===== config.mk =====
export PLATFORM = sky130hd
export DESIGN_NAME = tx_frame_scheduler_flat
export DESIGN_NICKNAME = d
export VERILOG_FILES = /design/src/rtl/tx_pkg.sv /design/src/rtl/tx_frame_scheduler_if.sv /design/src/rtl/tx_axis_out_reg.sv /design/src/rtl/tx_frame_scheduler.sv /design/src/flat_wrapper.sv
export SDC_FILE = /design/constraint.sdc
export NUM_CORES = 1
export LEC_CHECK = 0
export ABC_AREA = 1
export ABC_CLOCK_PERIOD_IN_PS = 2800
export BUFFER_PORTS_ARGS = -buffer_cell sky130_fd_sc_hd__clkbuf_2
export CAP_MARGIN = 20
export CORE_MARGIN = 5
export CORE_UTILIZATION = 55
export CTS_CLUSTER_SIZE = 24
export DETAILED_ROUTE_END_ITERATION = 8
export PLACE_DENSITY = 0.79
export SLEW_MARGIN = 20
export SYNTH_ARGS = -nofsm -noshare
export SYNTH_HDL_FRONTEND = slang
export SYNTH_SLANG_ARGS = --single-unit

===== constraint.sdc =====
create_clock -name s_axi_aclk -period 2.8 [get_ports s_axi_aclk]
set_input_delay 0.56 -clock s_axi_aclk [delete_from_list [all_inputs] [get_ports s_axi_aclk]]
set_output_delay 0.56 -clock s_axi_aclk [all_outputs]
set_load 0.05 [all_outputs]

===== src/rtl/tx_pkg.sv =====
// Shared types and constants for the transmit frame scheduler.
// Pure declarations; no latency and no backpressure of its own.
package tx_pkg;

    typedef enum logic [1:0] {
        IDLE = 2'd0,
        SEND = 2'd1,
        LAST = 2'd2,
        GAP  = 2'd3
    } state_t;

    localparam int C_DATA_WIDTH_DEF = 32;
    localparam int C_CNT_WIDTH_DEF  = 16;

    // A zero frame length or frame count is treated as this value.
    localparam int LEN_ZERO_SUB = 1;

endpackage


===== src/rtl/tx_frame_scheduler_if.sv =====
// PRBS input stream plus framed AXI-Stream output, seen from the scheduler (master).
// Wiring only: the latency and backpressure are set by whoever drives each side.
interface tx_frame_scheduler_if
    import tx_pkg::*;
#(
    parameter int C_DATA_WIDTH = C_DATA_WIDTH_DEF
);
    logic [C_DATA_WIDTH-1:0] s_prbs_tdata;
    logic                    s_prbs_tvalid;
    logic                    s_prbs_tready;
    logic                    m_axis_tready;
    logic                    m_axis_tvalid;
    logic                    m_axis_sof;
    logic                    m_axis_eof;
    logic [C_DATA_WIDTH-1:0] m_axis_tdata;

    modport master (
        input  s_prbs_tdata, s_prbs_tvalid, m_axis_tready,
        output s_prbs_tready, m_axis_tvalid, m_axis_sof, m_axis_eof, m_axis_tdata
    );

    modport slave (
        output s_prbs_tdata, s_prbs_tvalid, m_axis_tready,
        input  s_prbs_tready, m_axis_tvalid, m_axis_sof, m_axis_eof, m_axis_tdata
    );
endinterface


===== src/rtl/tx_axis_out_reg.sv =====
// Single-stage AXI-Stream output register carrying data and frame markers; 1 cycle load->valid.
// Backpressure: the beat holds stable while tvalid && !tready; slot_free tells the producer when it may load.
module tx_axis_out_reg
    import tx_pkg::*;
#(
    parameter int C_DATA_WIDTH = C_DATA_WIDTH_DEF
) (
    input  logic                    clk,
    input  logic                    rst_n,
    input  logic                    load,
    input  logic [C_DATA_WIDTH-1:0] load_data,
    input  logic                    load_sof,
    input  logic                    load_eof,
    input  logic                    tready,
    output logic                    tvalid,
    output logic                    sof,
    output logic                    eof,
    output logic [C_DATA_WIDTH-1:0] tdata,
    output logic                    slot_free
);

    assign slot_free = !tvalid || tready;

    always_ff @(posedge clk) begin
        if (!rst_n) begin
            tvalid <= 1'b0;
            sof    <= 1'b0;
            eof    <= 1'b0;
            tdata  <= '0;
        end else if (load) begin
            tvalid <= 1'b1;
            sof    <= load_sof;
            eof    <= load_eof;
            tdata  <= load_data;
        end else if (tready) begin
            tvalid <= 1'b0;
        end
    end

endmodule


===== src/rtl/tx_frame_scheduler.sv =====
// Frames the PRBS stream into fixed-length frames with idle gaps; 1 cycle from PRBS accept to output valid.
// Backpressure: PRBS is consumed only in SEND with a free output slot; frames always complete once started.
module tx_frame_scheduler
    import tx_pkg::*;
#(
    parameter int C_DATA_WIDTH = C_DATA_WIDTH_DEF,
    parameter int C_CNT_WIDTH  = C_CNT_WIDTH_DEF
) (
    input  logic                   s_axi_aclk,
    input  logic                   s_axi_aresetn,
    input  logic                   i_enable,
    input  logic                   i_continuous,
    input  logic [C_CNT_WIDTH-1:0] i_frame_len,
    input  logic [C_CNT_WIDTH-1:0] i_gap_len,
    input  logic [C_CNT_WIDTH-1:0] i_num_frames,
    tx_frame_scheduler_if.master   bus,
    output logic                   o_busy,
    output logic                   o_done,
    output logic [C_CNT_WIDTH-1:0] o_frame_cnt
);

    localparam logic [C_CNT_WIDTH-1:0] LEN_SUB = C_CNT_WIDTH'(LEN_ZERO_SUB);
    localparam logic [C_CNT_WIDTH-1:0] ONE     = C_CNT_WIDTH'(1);

    state_t                 state, state_nxt;
    logic                   en_q;
    logic                   cont_q;
    logic [C_CNT_WIDTH-1:0] frame_len_q, gap_len_q, num_frames_q;
    logic [C_CNT_WIDTH-1:0] beat_cnt, gap_cnt;
    logic [C_CNT_WIDTH-1:0] frame_cnt_inc;
    logic                   slot_free, load, start, eof_hs, last_beat, done_nxt;

    assign start         = (state == IDLE) && i_enable && !en_q;
    assign bus.s_prbs_tready = (state == SEND) && slot_free;
    assign load          = bus.s_prbs_tready && bus.s_prbs_tvalid;
    assign last_beat     = (beat_cnt == frame_len_q - ONE);
    assign eof_hs        = bus.m_axis_tvalid && bus.m_axis_tready && bus.m_axis_eof;
    assign frame_cnt_inc = o_frame_cnt + ONE;
    assign o_busy        = (state != IDLE);

    tx_axis_out_reg #(.C_DATA_WIDTH(C_DATA_WIDTH)) u_out_reg (
        .clk       (s_axi_aclk),
        .rst_n     (s_axi_aresetn),
        .load      (load),
        .load_data (bus.s_prbs_tdata),
        .load_sof  (beat_cnt == '0),
        .load_eof  (last_beat),
        .tready    (bus.m_axis_tready),
        .tvalid    (bus.m_axis_tvalid),
        .sof       (bus.m_axis_sof),
        .eof       (bus.m_axis_eof),
        .tdata     (bus.m_axis_tdata),
        .slot_free (slot_free)
    );

    always_comb begin
        state_nxt = state;
        done_nxt  = 1'b0;
        case (state)
            IDLE: if (start) state_nxt = SEND;
            SEND: if (load && last_beat) state_nxt = LAST;
            LAST: begin
                if (eof_hs) begin
                    if (!cont_q && (frame_cnt_inc == num_frames_q)) begin
                        state_nxt = IDLE;
                        done_nxt  = 1'b1;
                    end else if (!i_enable) begin
                        state_nxt = IDLE;
                    end else if (gap_len_q != '0) begin
                        state_nxt = GAP;
                    end else begin
                        state_nxt = SEND;
                    end
                end
            end
            GAP: begin
                if (!i_enable)           state_nxt = IDLE;
                else if (gap_cnt == ONE) state_nxt = SEND;
            end
            default: state_nxt = IDLE;
        endcase
    end

    always_ff @(posedge s_axi_aclk) begin
        if (!s_axi_aresetn) begin
            state        <= IDLE;
            en_q         <= 1'b0;
            cont_q       <= 1'b0;
            frame_len_q  <= '0;
            gap_len_q    <= '0;
            num_frames_q <= '0;
            beat_cnt     <= '0;
            gap_cnt      <= '0;
            o_frame_cnt  <= '0;
            o_done       <= 1'b0;
        end else begin
            state  <= state_nxt;
            en_q   <= i_enable;
            o_done <= done_nxt;
            if (start) begin
                frame_len_q  <= (i_frame_len  == '0) ? LEN_SUB : i_frame_len;
                num_frames_q <= (i_num_frames == '0) ? LEN_SUB : i_num_frames;
                gap_len_q    <= i_gap_len;
                cont_q       <= i_continuous;
                o_frame_cnt  <= '0;
                beat_cnt     <= '0;
            end
            if (load) beat_cnt <= beat_cnt + ONE;
            if ((state == LAST) && eof_hs) begin
                o_frame_cnt <= frame_cnt_inc;
                beat_cnt    <= '0;
                if (state_nxt == GAP) gap_cnt <= gap_len_q;
            end
            if (state == GAP) gap_cnt <= gap_cnt - ONE;
        end
    end

endmodule


===== src/flat_wrapper.sv =====
// flat-port wrapper written by rule: the top's interface ports become plain ports
module tx_frame_scheduler_flat import tx_pkg::*;
#(
    parameter int C_DATA_WIDTH = C_DATA_WIDTH_DEF,
    parameter int C_CNT_WIDTH  = C_CNT_WIDTH_DEF
)
  (s_axi_aclk, s_axi_aresetn, i_enable, i_continuous, i_frame_len, i_gap_len, i_num_frames, o_busy, o_done, o_frame_cnt, bus_s_prbs_tdata, bus_s_prbs_tvalid, bus_m_axis_tready, bus_s_prbs_tready, bus_m_axis_tvalid, bus_m_axis_sof, bus_m_axis_eof, bus_m_axis_tdata);
  tx_frame_scheduler_if #(.C_DATA_WIDTH(C_DATA_WIDTH)) bus_i ();
  input  logic s_axi_aclk;
  input  logic s_axi_aresetn;
  input  logic i_enable;
  input  logic i_continuous;
  input  logic [C_CNT_WIDTH-1:0] i_frame_len;
  input  logic [C_CNT_WIDTH-1:0] i_gap_len;
  input  logic [C_CNT_WIDTH-1:0] i_num_frames;
  output logic o_busy;
  output logic o_done;
  output logic [C_CNT_WIDTH-1:0] o_frame_cnt;
  input wire logic [$bits(bus_i.s_prbs_tdata)-1:0] bus_s_prbs_tdata;
  input wire logic [$bits(bus_i.s_prbs_tvalid)-1:0] bus_s_prbs_tvalid;
  input wire logic [$bits(bus_i.m_axis_tready)-1:0] bus_m_axis_tready;
  output wire logic [$bits(bus_i.s_prbs_tready)-1:0] bus_s_prbs_tready;
  output wire logic [$bits(bus_i.m_axis_tvalid)-1:0] bus_m_axis_tvalid;
  output wire logic [$bits(bus_i.m_axis_sof)-1:0] bus_m_axis_sof;
  output wire logic [$bits(bus_i.m_axis_eof)-1:0] bus_m_axis_eof;
  output wire logic [$bits(bus_i.m_axis_tdata)-1:0] bus_m_axis_tdata;
  assign bus_i.s_prbs_tdata = bus_s_prbs_tdata;
  assign bus_i.s_prbs_tvalid = bus_s_prbs_tvalid;
  assign bus_i.m_axis_tready = bus_m_axis_tready;
  assign bus_s_prbs_tready = bus_i.s_prbs_tready;
  assign bus_m_axis_tvalid = bus_i.m_axis_tvalid;
  assign bus_m_axis_sof = bus_i.m_axis_sof;
  assign bus_m_axis_eof = bus_i.m_axis_eof;
  assign bus_m_axis_tdata = bus_i.m_axis_tdata;
  tx_frame_scheduler #(.C_DATA_WIDTH(C_DATA_WIDTH), .C_CNT_WIDTH(C_CNT_WIDTH)) u_core (.s_axi_aclk(s_axi_aclk), .s_axi_aresetn(s_axi_aresetn), .i_enable(i_enable), .i_continuous(i_continuous), .i_frame_len(i_frame_len), .i_gap_len(i_gap_len), .i_num_frames(i_num_frames), .bus(bus_i), .o_busy(o_busy), .o_done(o_done), .o_frame_cnt(o_frame_cnt));
endmodule

==> impl_results.md <==
- Cell count after synthesis: 1035
- Clock share of power: 41.6%
- Crit path DAT: 2.74 ns
- Synth Flop Type: dfxtp_1
- Status: finished clean
- Worst vdd ir: 0.453 mV
- Crit path kind: reg2reg
- Comb pwr share: 19.2%
- Layout cells sized above 1: 18.1%
- H-tree depth: 4
- Clock Skews: 0.0110 ns
- Sequential share of power: 39.2%
- Worst hold start: i_continuous
- Hold/Removal Path Class: in2reg
- Via count: 7148
- WL per Instance: 14.1 um
- Area leader, netlist: dfxtp_1
- Sw Share: 29.9%
- Hold depth: 3
- YS warnings: 0
- Max-cap violations: 0
- Hold endpoint: u_core.cont_q
- Initial Util: 55.4%
- Congestion Overflow GR: 0
- Reg2reg end: u_core.gap_cnt[7]
- Final #Nets: 1257
- Crit path required time: 3.06 ns
- Finished Layout Cells: 1349
- Vias per inst: 5.30
- Reg2reg path depth: 18
- Die height: 122 um
- Max FO, Critical Path: 20
- Pint: 3.90 mW
- Clk sinks: 136
- Largest net degree at the start of global routing: 76
- Relative slew slack: 44.1%
- RePlAce Congestion: 0.927
- Clock Tree Buf Depth: 2
- Distinct cells, synth: 43
- # DRC: 0
- CP dominant cell by count: nand2_1
- Place WS: 0.142 ns
- Max Transition Viols Final: 0
- #FFs+latches synth: 136
- CTS tree: done
- Syn Nets: 1127
- Slowest-stage cell, CP: dfxtp_1
- Die area: 15000 um2
- Sw power: 1.67 mW
- Area grow syn2layout: 21.6%
- IO buf count: 139
- Overall routed net length: 19100 um
- Post-layout min period: 2.48 ns
- Least-Margin Pin Slew: 0.838 ns
- Ports: 140
- Fillers: 1144
- Main area contributors after synthesis: dfxtp_1 (39%), nand2_1 (14%), nor2_1 (8.8%)
- ANT nets after route: 0
- CTS clk-pin slew, worst paths: 0.05 ns
- Cell area after layout: 8440 um2
- Drt first pass iters: 7
- Hold slack: 0.363 ns
- Starting DRT DRC Count: 751
- Cell-by-cell trace of the critical path: ha_1 > nand3_1 > nor2_2 > nand4_1 > nand2_1 > nand2_1 > nand2_1 > nand2_1 > nor2_1 > nand3_1 > nand2_1 > nand2_1 > nand2_1 > nand2_2 > nand2_8 > nand2_8 > nand2_1 > a21oi_1
- ANT cells: 0
- Vias in the first global route: 6712
- Initial antenna violation count: 0
- Width of the die: 122 um
- Share of the synthesized area in the top cell type: 39.2%
- DP HPWL: 13400 um
- FMAX: 403 MHz
- Clk_lat worst skew: 0.42 ns
- FF-to-FF Start: u_core.o_frame_cnt[0]
- Clock Root Buffer: clkbuf_16
- Seq/Total Area, Yosys: 39.2%
- Global-route wire length before repair: 31700 um
- Final period utilization: 88.6%
- Reg2Reg Setup Slack: 0.32 ns
- RSZ-0062 raised after global routing: no
- Pleak: 3.77 nW
- Setup ws final: 0.320 ns
- PwrDens: 660 nW/um2
- Number of synthesized flops with an enable pin: 0
- Synthesized area: 6940 um2
- TNS Setup: 0 ns
- Num CTS Buffers: 17
- Dpl cell area: 7800 um2
- GR Util All Layers: 26.1%
- Num rows: 41
- Final Hold Fails: 0
- Post-synth ARST share: 0%
- Critical Path Max Stage Delay: 0.37 ns
- Setup Viol. Count Final: 0
- CP Capture Type: flop
- Syn_area_per_cell: 6.71 um2
- Placed cells: 1318
- Core footprint: 12500 um2
- Postcts setup bufs: 0
- Crit start category: flop
==> final cells by class <==
cell class,count,area [um2],area share (%)
Clock buffer,21,470,5.58
Clock inverter,10,144,1.71
Inverter,85,319,3.78
Multi-Input combinational cell,771,3740,44.4
Sequential cell,136,2720,32.3
Tap cell,172,215,2.55
Timing Repair Buffer,154,821,9.73
==> logic make-up (layout without fill, tap and decap cells) <==
family / after synthesis / count (layout) / synth area share, %
fa+ha+maj: 6 / 6 / 1.08
flops: 136 / 136 / 39.2
xor+xnor: 26 / 26 / 3.68
buf+inv: 128 / 270 / 7.25
compound gates: 179 / 179 / 14.3
simple gates: 560 / 560 / 34.5
==> critical path: cells and delay by family (launching register included) <==
kind / cells / cell delay [ns]
fa+ha+maj: 1 / 0.22
compound gates: 1 / 0.06
simple gates: 16 / 1.67
flops: 1 / 0.37
==> layout by cell type (no fill, tap or decap), drive strengths merged, types with 3 or more instances in the layout <==
cell / n
nand2: 264
nor2: 170
clkbuf: 160
dfxtp: 136
inv: 85
a21oi: 80
o21ai: 65
nand3: 64
nor4: 18
a211oi: 17
buf: 15
nand4: 14
xor2: 14
nor3: 13
xnor2: 10
or2: 10
ha: 6
o31ai: 5
clkinv: 4
nand3b: 3
bufinv: 3
clkinvlp: 3
==> registers in the layout, summed over array words and instances, names as in the netlist <==
| name | count |
|---|---|
| u_core.gap_cnt | 16 |
| u_core.cont_q | 1 |
| u_core.gap_len_q | 16 |
| u_core.o_done | 1 |
| u_core.u_out_reg.eof | 1 |
| u_core.beat_cnt | 16 |
| u_core.frame_len_q | 16 |
| u_core.u_out_reg.tvalid | 1 |
| u_core.u_out_reg.sof | 1 |
| u_core.state | 2 |
| u_core.u_out_reg.tdata | 32 |
| u_core.num_frames_q | 16 |
| u_core.o_frame_cnt | 16 |
| u_core.en_q | 1 |
==> worst max path at each step <==
stage | startpoint | to | slack (ns) | cells past startpoint
final | u_core.o_frame_cnt[0] | u_core.gap_cnt[7] | 0.32 | 18
after global routing | u_core.o_frame_cnt[1] | u_core.gap_cnt[11] | 0.003 | 19
after CTS | u_core.o_frame_cnt[1] | u_core.gap_cnt[7] | 0.11 | 18
after detailed placement | u_core.o_frame_cnt[1] | u_core.gap_cnt[8] | 0.14 | 18
after global placement | u_core.o_frame_cnt[1] | u_core.gap_cnt[2] | 0.24 | 18
after floorplan | u_core.o_frame_cnt[0] | u_core.gap_cnt[12] | 0.18 | 19
==> stage by stage <==
stage | power (mW) | utilization [%]
floorplan | 2.97 | -
global placement | 3.26 | 62.3
detailed placement | 3.27 | 62.3
CTS | 5.58 | 67.2
global route | 5.84 | 67.4
finish | 5.57 | 67.4
==> power groups by stage <==
stage / logic [mW] / clock network [mW] / registers, mW
3_5_place_dp: 1.05 / 0 / 2.22
4_1_cts: 1.06 / 2.34 / 2.18
2_1_floorplan: 0.676 / 0 / 2.30
6_report: 1.07 / 2.32 / 2.18
5_1_grt: 1.20 / 2.44 / 2.20
3_3_place_gp: 1.04 / 0 / 2.22
==> per-layer routing <==
| metal | part of all wire (%) | track usage (%) | wire, um | vias to the layer above |
|---|---|---|---|---|
| met5 | 0 | 0 | 0 | - |
| met4 | 1.8 | 8.75 | 340 | 0 |
| met3 | 6.0 | 5.81 | 1150 | 31 |
| met2 | 48 | 42.8 | 9160 | 231 |
| met1 | 44 | 34.0 | 8420 | 3235 |
| li1 | - | - | - | 3651 |
==> timing repair <==
action / 4_1_cts / 5_1_grt
gates resized for setup: 0 / 5
setup endpoints to repair: 0 / 16
hold buffers: 0 / 0
==> cell usage after synthesis, drive strengths merged (2+ instances only) <==
cell type and count:
nor2 170, and3 2, nand2 264, nand4 14, a21oi 80, a221oi 2, xor2 14, xnor3 2
dfxtp 136, or2 10, xnor2 10, o21ai 65, clkbuf 35, nor3 13, nand3 64, o31ai 5
nor4 18, inv 84, a31oi 2, o211ai 2, buf 8, a211oi 17, ha 6, nand3b 3
Note: power is estimated with default switching activity, not from simulation.
